==> src/rtl/path_walker_pkg.sv <==
// Shared maze definitions: direction codes, walker FSM states and the default grid width.
package path_walker_pkg;

    localparam int unsigned COORD_W = 4;

    localparam logic [1:0] DIR_UP    = 2'd0;
    localparam logic [1:0] DIR_RIGHT = 2'd1;
    localparam logic [1:0] DIR_LEFT  = 2'd2;
    localparam logic [1:0] DIR_DOWN  = 2'd3;

    typedef enum logic [2:0] {
        IDLE,
        REQ,
        WALK,
        DONE,
        ERR
    } state_e;

endpackage

==> src/rtl/path_walker_coord_step.sv <==
// Combinational next-cell computation with grid bounds check; shared with the solver.
module path_walker_coord_step #(
    parameter int unsigned DIR_W   = 2,
    parameter int unsigned COORD_W = path_walker_pkg::COORD_W
) (
    input  logic [COORD_W-1:0] x,
    input  logic [COORD_W-1:0] y,
    input  logic [DIR_W-1:0]   dir,
    output logic [COORD_W-1:0] nx,
    output logic [COORD_W-1:0] ny,
    output logic               oob
);
    import path_walker_pkg::*;

    localparam logic [COORD_W:0] One    = {{COORD_W{1'b0}}, 1'b1};
    localparam logic [COORD_W:0] MaxPos = {1'b0, {COORD_W{1'b1}}};

    // One extra bit so that both 0-1 and max+1 land above MaxPos.
    logic [COORD_W:0] wx;
    logic [COORD_W:0] wy;

    always_comb begin
        wx = {1'b0, x};
        wy = {1'b0, y};
        unique case (dir)
            DIR_UP:    wy = {1'b0, y} - One;
            DIR_RIGHT: wx = {1'b0, x} + One;
            DIR_LEFT:  wx = {1'b0, x} - One;
            DIR_DOWN:  wy = {1'b0, y} + One;
        endcase
    end

    assign oob = (wx > MaxPos) || (wy > MaxPos);
    assign nx  = wx[COORD_W-1:0];
    assign ny  = wy[COORD_W-1:0];

endmodule

==> src/rtl/path_walker.sv <==
// Replays stored move codes from the direction stack, walking a cursor over the grid.
module path_walker #(
    parameter int unsigned           DIR_W     = 2,
    parameter int unsigned           COORD_W   = path_walker_pkg::COORD_W,
    parameter logic [COORD_W-1:0]    START_X   = '0,
    parameter logic [COORD_W-1:0]    START_Y   = '0,
    parameter int unsigned           MAX_STEPS = 256,
    localparam int unsigned          CNT_W     = $clog2(MAX_STEPS) + 1
) (
    input  logic               CLK,
    input  logic               RST,
    input  logic               start,
    input  logic               dir_valid,
    input  logic [DIR_W-1:0]   dir_in,
    input  logic               stream_done,
    output logic               req_read,
    output logic [COORD_W-1:0] x_out,
    output logic [COORD_W-1:0] y_out,
    output logic               step_valid,
    output logic [CNT_W-1:0]   step_count,
    output logic               busy,
    output logic               done,
    output logic               error
);
    import path_walker_pkg::*;

    localparam logic [CNT_W-1:0] MaxCnt = CNT_W'(MAX_STEPS);

    state_e             state_q, state_d;
    logic [COORD_W-1:0] x_q, x_d;
    logic [COORD_W-1:0] y_q, y_d;
    logic [CNT_W-1:0]   cnt_q, cnt_d;
    logic               done_q, done_d;
    logic               error_q, error_d;
    logic               step_q, step_d;

    logic [COORD_W-1:0] nx, ny;
    logic               oob;

    path_walker_coord_step #(
        .DIR_W  (DIR_W),
        .COORD_W(COORD_W)
    ) u_coord_step (
        .x  (x_q),
        .y  (y_q),
        .dir(dir_in),
        .nx (nx),
        .ny (ny),
        .oob(oob)
    );

    always_ff @(posedge CLK) begin
        if (!RST) begin
            state_q <= IDLE;
            x_q     <= '0;
            y_q     <= '0;
            cnt_q   <= '0;
            done_q  <= 1'b0;
            error_q <= 1'b0;
            step_q  <= 1'b0;
        end else begin
            state_q <= state_d;
            x_q     <= x_d;
            y_q     <= y_d;
            cnt_q   <= cnt_d;
            done_q  <= done_d;
            error_q <= error_d;
            step_q  <= step_d;
        end
    end

    always_comb begin
        state_d = state_q;
        x_d     = x_q;
        y_d     = y_q;
        cnt_d   = cnt_q;
        done_d  = done_q;
        error_d = error_q;
        step_d  = 1'b0;
        unique case (state_q)
            IDLE, DONE, ERR: begin
                if (start) begin
                    x_d     = START_X;
                    y_d     = START_Y;
                    cnt_d   = '0;
                    done_d  = 1'b0;
                    error_d = 1'b0;
                    state_d = REQ;
                end
            end
            REQ: state_d = WALK;
            WALK: begin
                // A rejected move takes priority over a coincident stream_done.
                if (dir_valid && (oob || cnt_q == MaxCnt)) begin
                    error_d = 1'b1;
                    state_d = ERR;
                end else begin
                    if (dir_valid) begin
                        x_d    = nx;
                        y_d    = ny;
                        cnt_d  = cnt_q + 1'b1;
                        step_d = 1'b1;
                    end
                    if (stream_done) begin
                        done_d  = 1'b1;
                        state_d = DONE;
                    end
                end
            end
            default: state_d = IDLE;
        endcase
    end

    always_comb begin
        req_read = (state_q == REQ);
        busy     = (state_q == REQ) || (state_q == WALK);
    end

    assign x_out      = x_q;
    assign y_out      = y_q;
    assign step_count = cnt_q;
    assign step_valid = step_q;
    assign done       = done_q;
    assign error      = error_q;

endmodule
==> config.mk <==
export PLATFORM = sky130hd
export DESIGN_NAME = path_walker
export DESIGN_NICKNAME = d
export VERILOG_FILES = /design/src/rtl/path_walker_pkg.sv /design/src/rtl/path_walker_coord_step.sv /design/src/rtl/path_walker.sv
export SDC_FILE = /design/constraint.sdc
export NUM_CORES = 1
export LEC_CHECK = 0
export CAP_MARGIN = 20
export CORE_MARGIN = 10
export CORE_UTILIZATION = 30
export CTS_CLUSTER_SIZE = 16
export DETAILED_ROUTE_END_ITERATION = 8
export GPL_ROUTABILITY_DRIVEN = 0
export GPL_TIMING_DRIVEN = 0
export HOLD_SLACK_MARGIN = 0.06
export SYNTH_ARGS = -nofsm -noshare
export SYNTH_HDL_FRONTEND = slang
export SYNTH_HIERARCHICAL = 1
export SYNTH_SLANG_ARGS = --single-unit
export TNS_END_PERCENT = 10
==> constraint.sdc <==
create_clock -name CLK -period 2.4 [get_ports CLK]
set_clock_uncertainty 0.05 [all_clocks]
set_input_delay 0.24 -clock CLK [delete_from_list [all_inputs] [get_ports CLK]]
set_output_delay 0.24 -clock CLK [all_outputs]
set_load 0.1 [all_outputs]
==> impl_metrics.csv <==
group,metric,value,unit
clock_tree,cts_tree,"done",
floorplan,die_area,8868,um^2
critical_path,startpoint_type,"flop",
finish,syn_to_final_growth,36.24,%
synthesis,postSynth.asyncResetShare,0,
finish,nets,255,
synthesis,ys_warn_count,6,
finish,antennaDiodeCount,0,
routing,viasPerCell,4.818,
synthesis,synth_cells,194,
synthesis,synth-simple-area-share,0.2502,
global_route,grt_antenna_before_repair,0,
floorplan,fp.dieH,94.17,um
routing,dr.pass1.iters,4,
pwr,p_leak,0.8422,nW
critical_path,reg2reg_from,"y_out[0]",
synthesis,synth_top_family_by_area,"simple AND/OR/NAND/NOR gates",
timing,hold_slack,0.4350,ns
critical_path,end_kind,"flop",
clock_tree,clk_pin_slew_worst_paths,0.08,ns
finish,drive_gt1_frac,0.2574,
critical_path,crit_fanout,7,
synthesis,synthMuxAreaShare,0.07506,
timing,fmax,430.6,MHz
synthesis,synthAdderAreaFrac,0.08036,
timing,fin_crit,2.322,ns
floorplan,num_io_pins,29,
floorplan,die_w,94.17,um
timing,finalCritPeriodShare,0.9676,
global_route,grt_max_degree,14,
synthesis,synth_common_cells,"dfxtp_1 (23), nand2_1 (23), inv_1 (16)",
global_route,grt_pass1_wl,6458,um
synthesis,ys_ff_latch,23,
placement,portBuffers,28,
clock_tree,cts.sinks,23,
routing,drt_iter0_markers,44,
routing,wl_per_cell,12.61,um
synthesis,synth-edff-count,0,
global_route,grt_pass1_vias,1406,
synthesis,synth_compound_area_frac,0.1933,
synthesis,netlist_area,1650,um^2
synthesis,ys_top_cells_by_area,"dfxtp_1 (28%), ha_1 (6.8%), mux2i_1 (5.5%), nand2_1 (5.2%), inv_1 (3.6%)",
clock_tree,clk_latency,0.27,ns
routing,vias,1479,
run_status,status,"finished, final reports clean",
placement,dp.cells,292,
timing,slew_headroom,0.3427,
floorplan,coreArea,5205,um^2
timing,worst_pin_slew,0.9829,ns
timing,final.setup.worst_slack,0.07767,ns
clock_tree,clock_path_buffers,2,
placement,dpl.hpwl,2818,um
worst_hold_path,hold_start,"x_out[2]",
global_route,grt-ovfl-total,0,
critical_path,crit_type,"flop to flop",
critical_path,required,2.50,ns
routing,final_antenna_net_count,0,
synthesis,yosysSeqAreaShare,0.2790,
pwr,irDropWorstVdd,0.5007,mV
clock_tree,cts-root-buf,"clkbuf_8",
floorplan,fp-row-count,26,
timing,setup_tns,0,ns
flow_run,drv_cap,0,
synthesis,synth.avg_cell_area,8.507,um^2
synthesis,synth_xor_area_frac,0.04776,
timing,drv_slew,0,
placement,place_ws,-0.8977,ns
critical_path,startpoint,"y_out[0]",
global_route,grt_usage,0.08829,
synthesis,yosys.area.top_type_share,0.2790,
timing,hold_violations,0,
clock_tree,numCtsBuffers,3,
routing,drc,0,
finish,final_util,0.4320,
clock_tree,htreeDepth,1,
synthesis,ys.flop_type,"dfxtp_1",
worst_hold_path,worst_hold_path_type,"flop to flop",
floorplan,start_util,0.3171,
critical_path,arrival,2.42,ns
pwr,p_per_area,520.7,nW/um^2
synthesis,synth_cell_types,51,
timing,rsz0062_at_grt,"true",
routing,routed_wl,3871,um
timing,finalSetupViolations,0,
synthesis,synth_largest_area_cell,"dfxtp_1",
synthesis,syn_nets,211,
finish,fin_cells,307,
cells by family (layout without fill, tap and decap cells):
logic type      count (synthesis)  count (layout)
buf+inv                        27              70
fa+ha+maj                      10              10
compound gates                 44              44
xor+xnor                        9               9
flops                          23              23
mux                            12              12
simple gates                   69              69
state kept, by name, summed over array words and instances, names as in the netlist:
name,flops
step_count,9
x_out,4
y_out,4
state_q,3
done,1
error,1
step_valid,1
placed cells by master, fill, tap and decap left out, types with 7 or more instances in the layout:
cell | netlist | final
dfxtp_1 | 23 | 14
nand3_1 | 7 | 7
buf_4 | 0 | 13
nand2_1 | 23 | 23
nor2_1 | 7 | 7
mux2i_1 | 9 | 9
inv_1 | 16 | 13
clkdlybuf4s50_1 | 0 | 24
a21oi_1 | 7 | 7
power by group:
part / total (mW) / leakage (nW) / internal, mW / switching (mW)
combinational: 0.511 / 0.625 / 0.178 / 0.333
clock: 0.246 / 0.0255 / 0.116 / 0.130
sequential: 0.414 / 0.191 / 0.397 / 0.0172
total: 1.17 / 0.842 / 0.691 / 0.480
worst max-delay path: stages, from the launching register on:
cell and delay (ns):
dfxtp_4 0.37, inv_2 0.04, fa_2 0.37, nor2b_1 0.12, o21ai_1 0.09, a211o_1 0.31
o211a_4 0.17, a21o_4 0.20, buf_4 0.14, o21ai_4 0.22, a31oi_1 0.12
path summary, 6_finish.rpt:
| path | cells after the start | slack (ns) | endpoint |
|---|---|---|---|
| worst min register to register | 2 | 0.43 | x_out[2] |
| worst max register to register | 10 | 0.08 | step_count[4] |
| worst min-delay path | 2 | 0.43 | x_out[2] |
| worst max-delay path | 10 | 0.08 | step_count[4] |
metrics by stage:
stage | total power, mW | cell area (um^2)
finish | 1.171 | 2248
global route | 1.243 | 2248
CTS | 1.174 | 2195
detailed placement | 0.9073 | 2059
global placement | 0.9075 | 2059
floorplan | 0.8045 | 1692
metal layers:
layer | wire [um] | vias to the layer above | global-route usage
met5 | 0 | - | 0
li1 | - | 778 | -
met3 | 257 | 2 | 0.03597
met1 | 1819 | 673 | 0.1049
met2 | 1777 | 26 | 0.1447
met4 | 17 | 0 | 0.01899
timing repair:
action                     in CTS  in global routing
hold buffers                    0                  0
pin swaps                       6                 10
setup endpoints to repair      25                 19
gates cloned                    0                  0
resized for setup              19                  9
hold endpoints to repair        0                  0
setup buffers                   7                  5
final cells by class:
class	count	area (um^2)
multi-input cells	144	1152
plain buffers	10	60.06
well taps	70	87.58
flip-flops and latches	23	479.2
repair buffers	40	362.8
inverters	16	60.06
clock inverters	1	5.005
fillers	528	2957
clock buffers	3	41.29
Note: power is estimated with default switching activity, not from simulation.
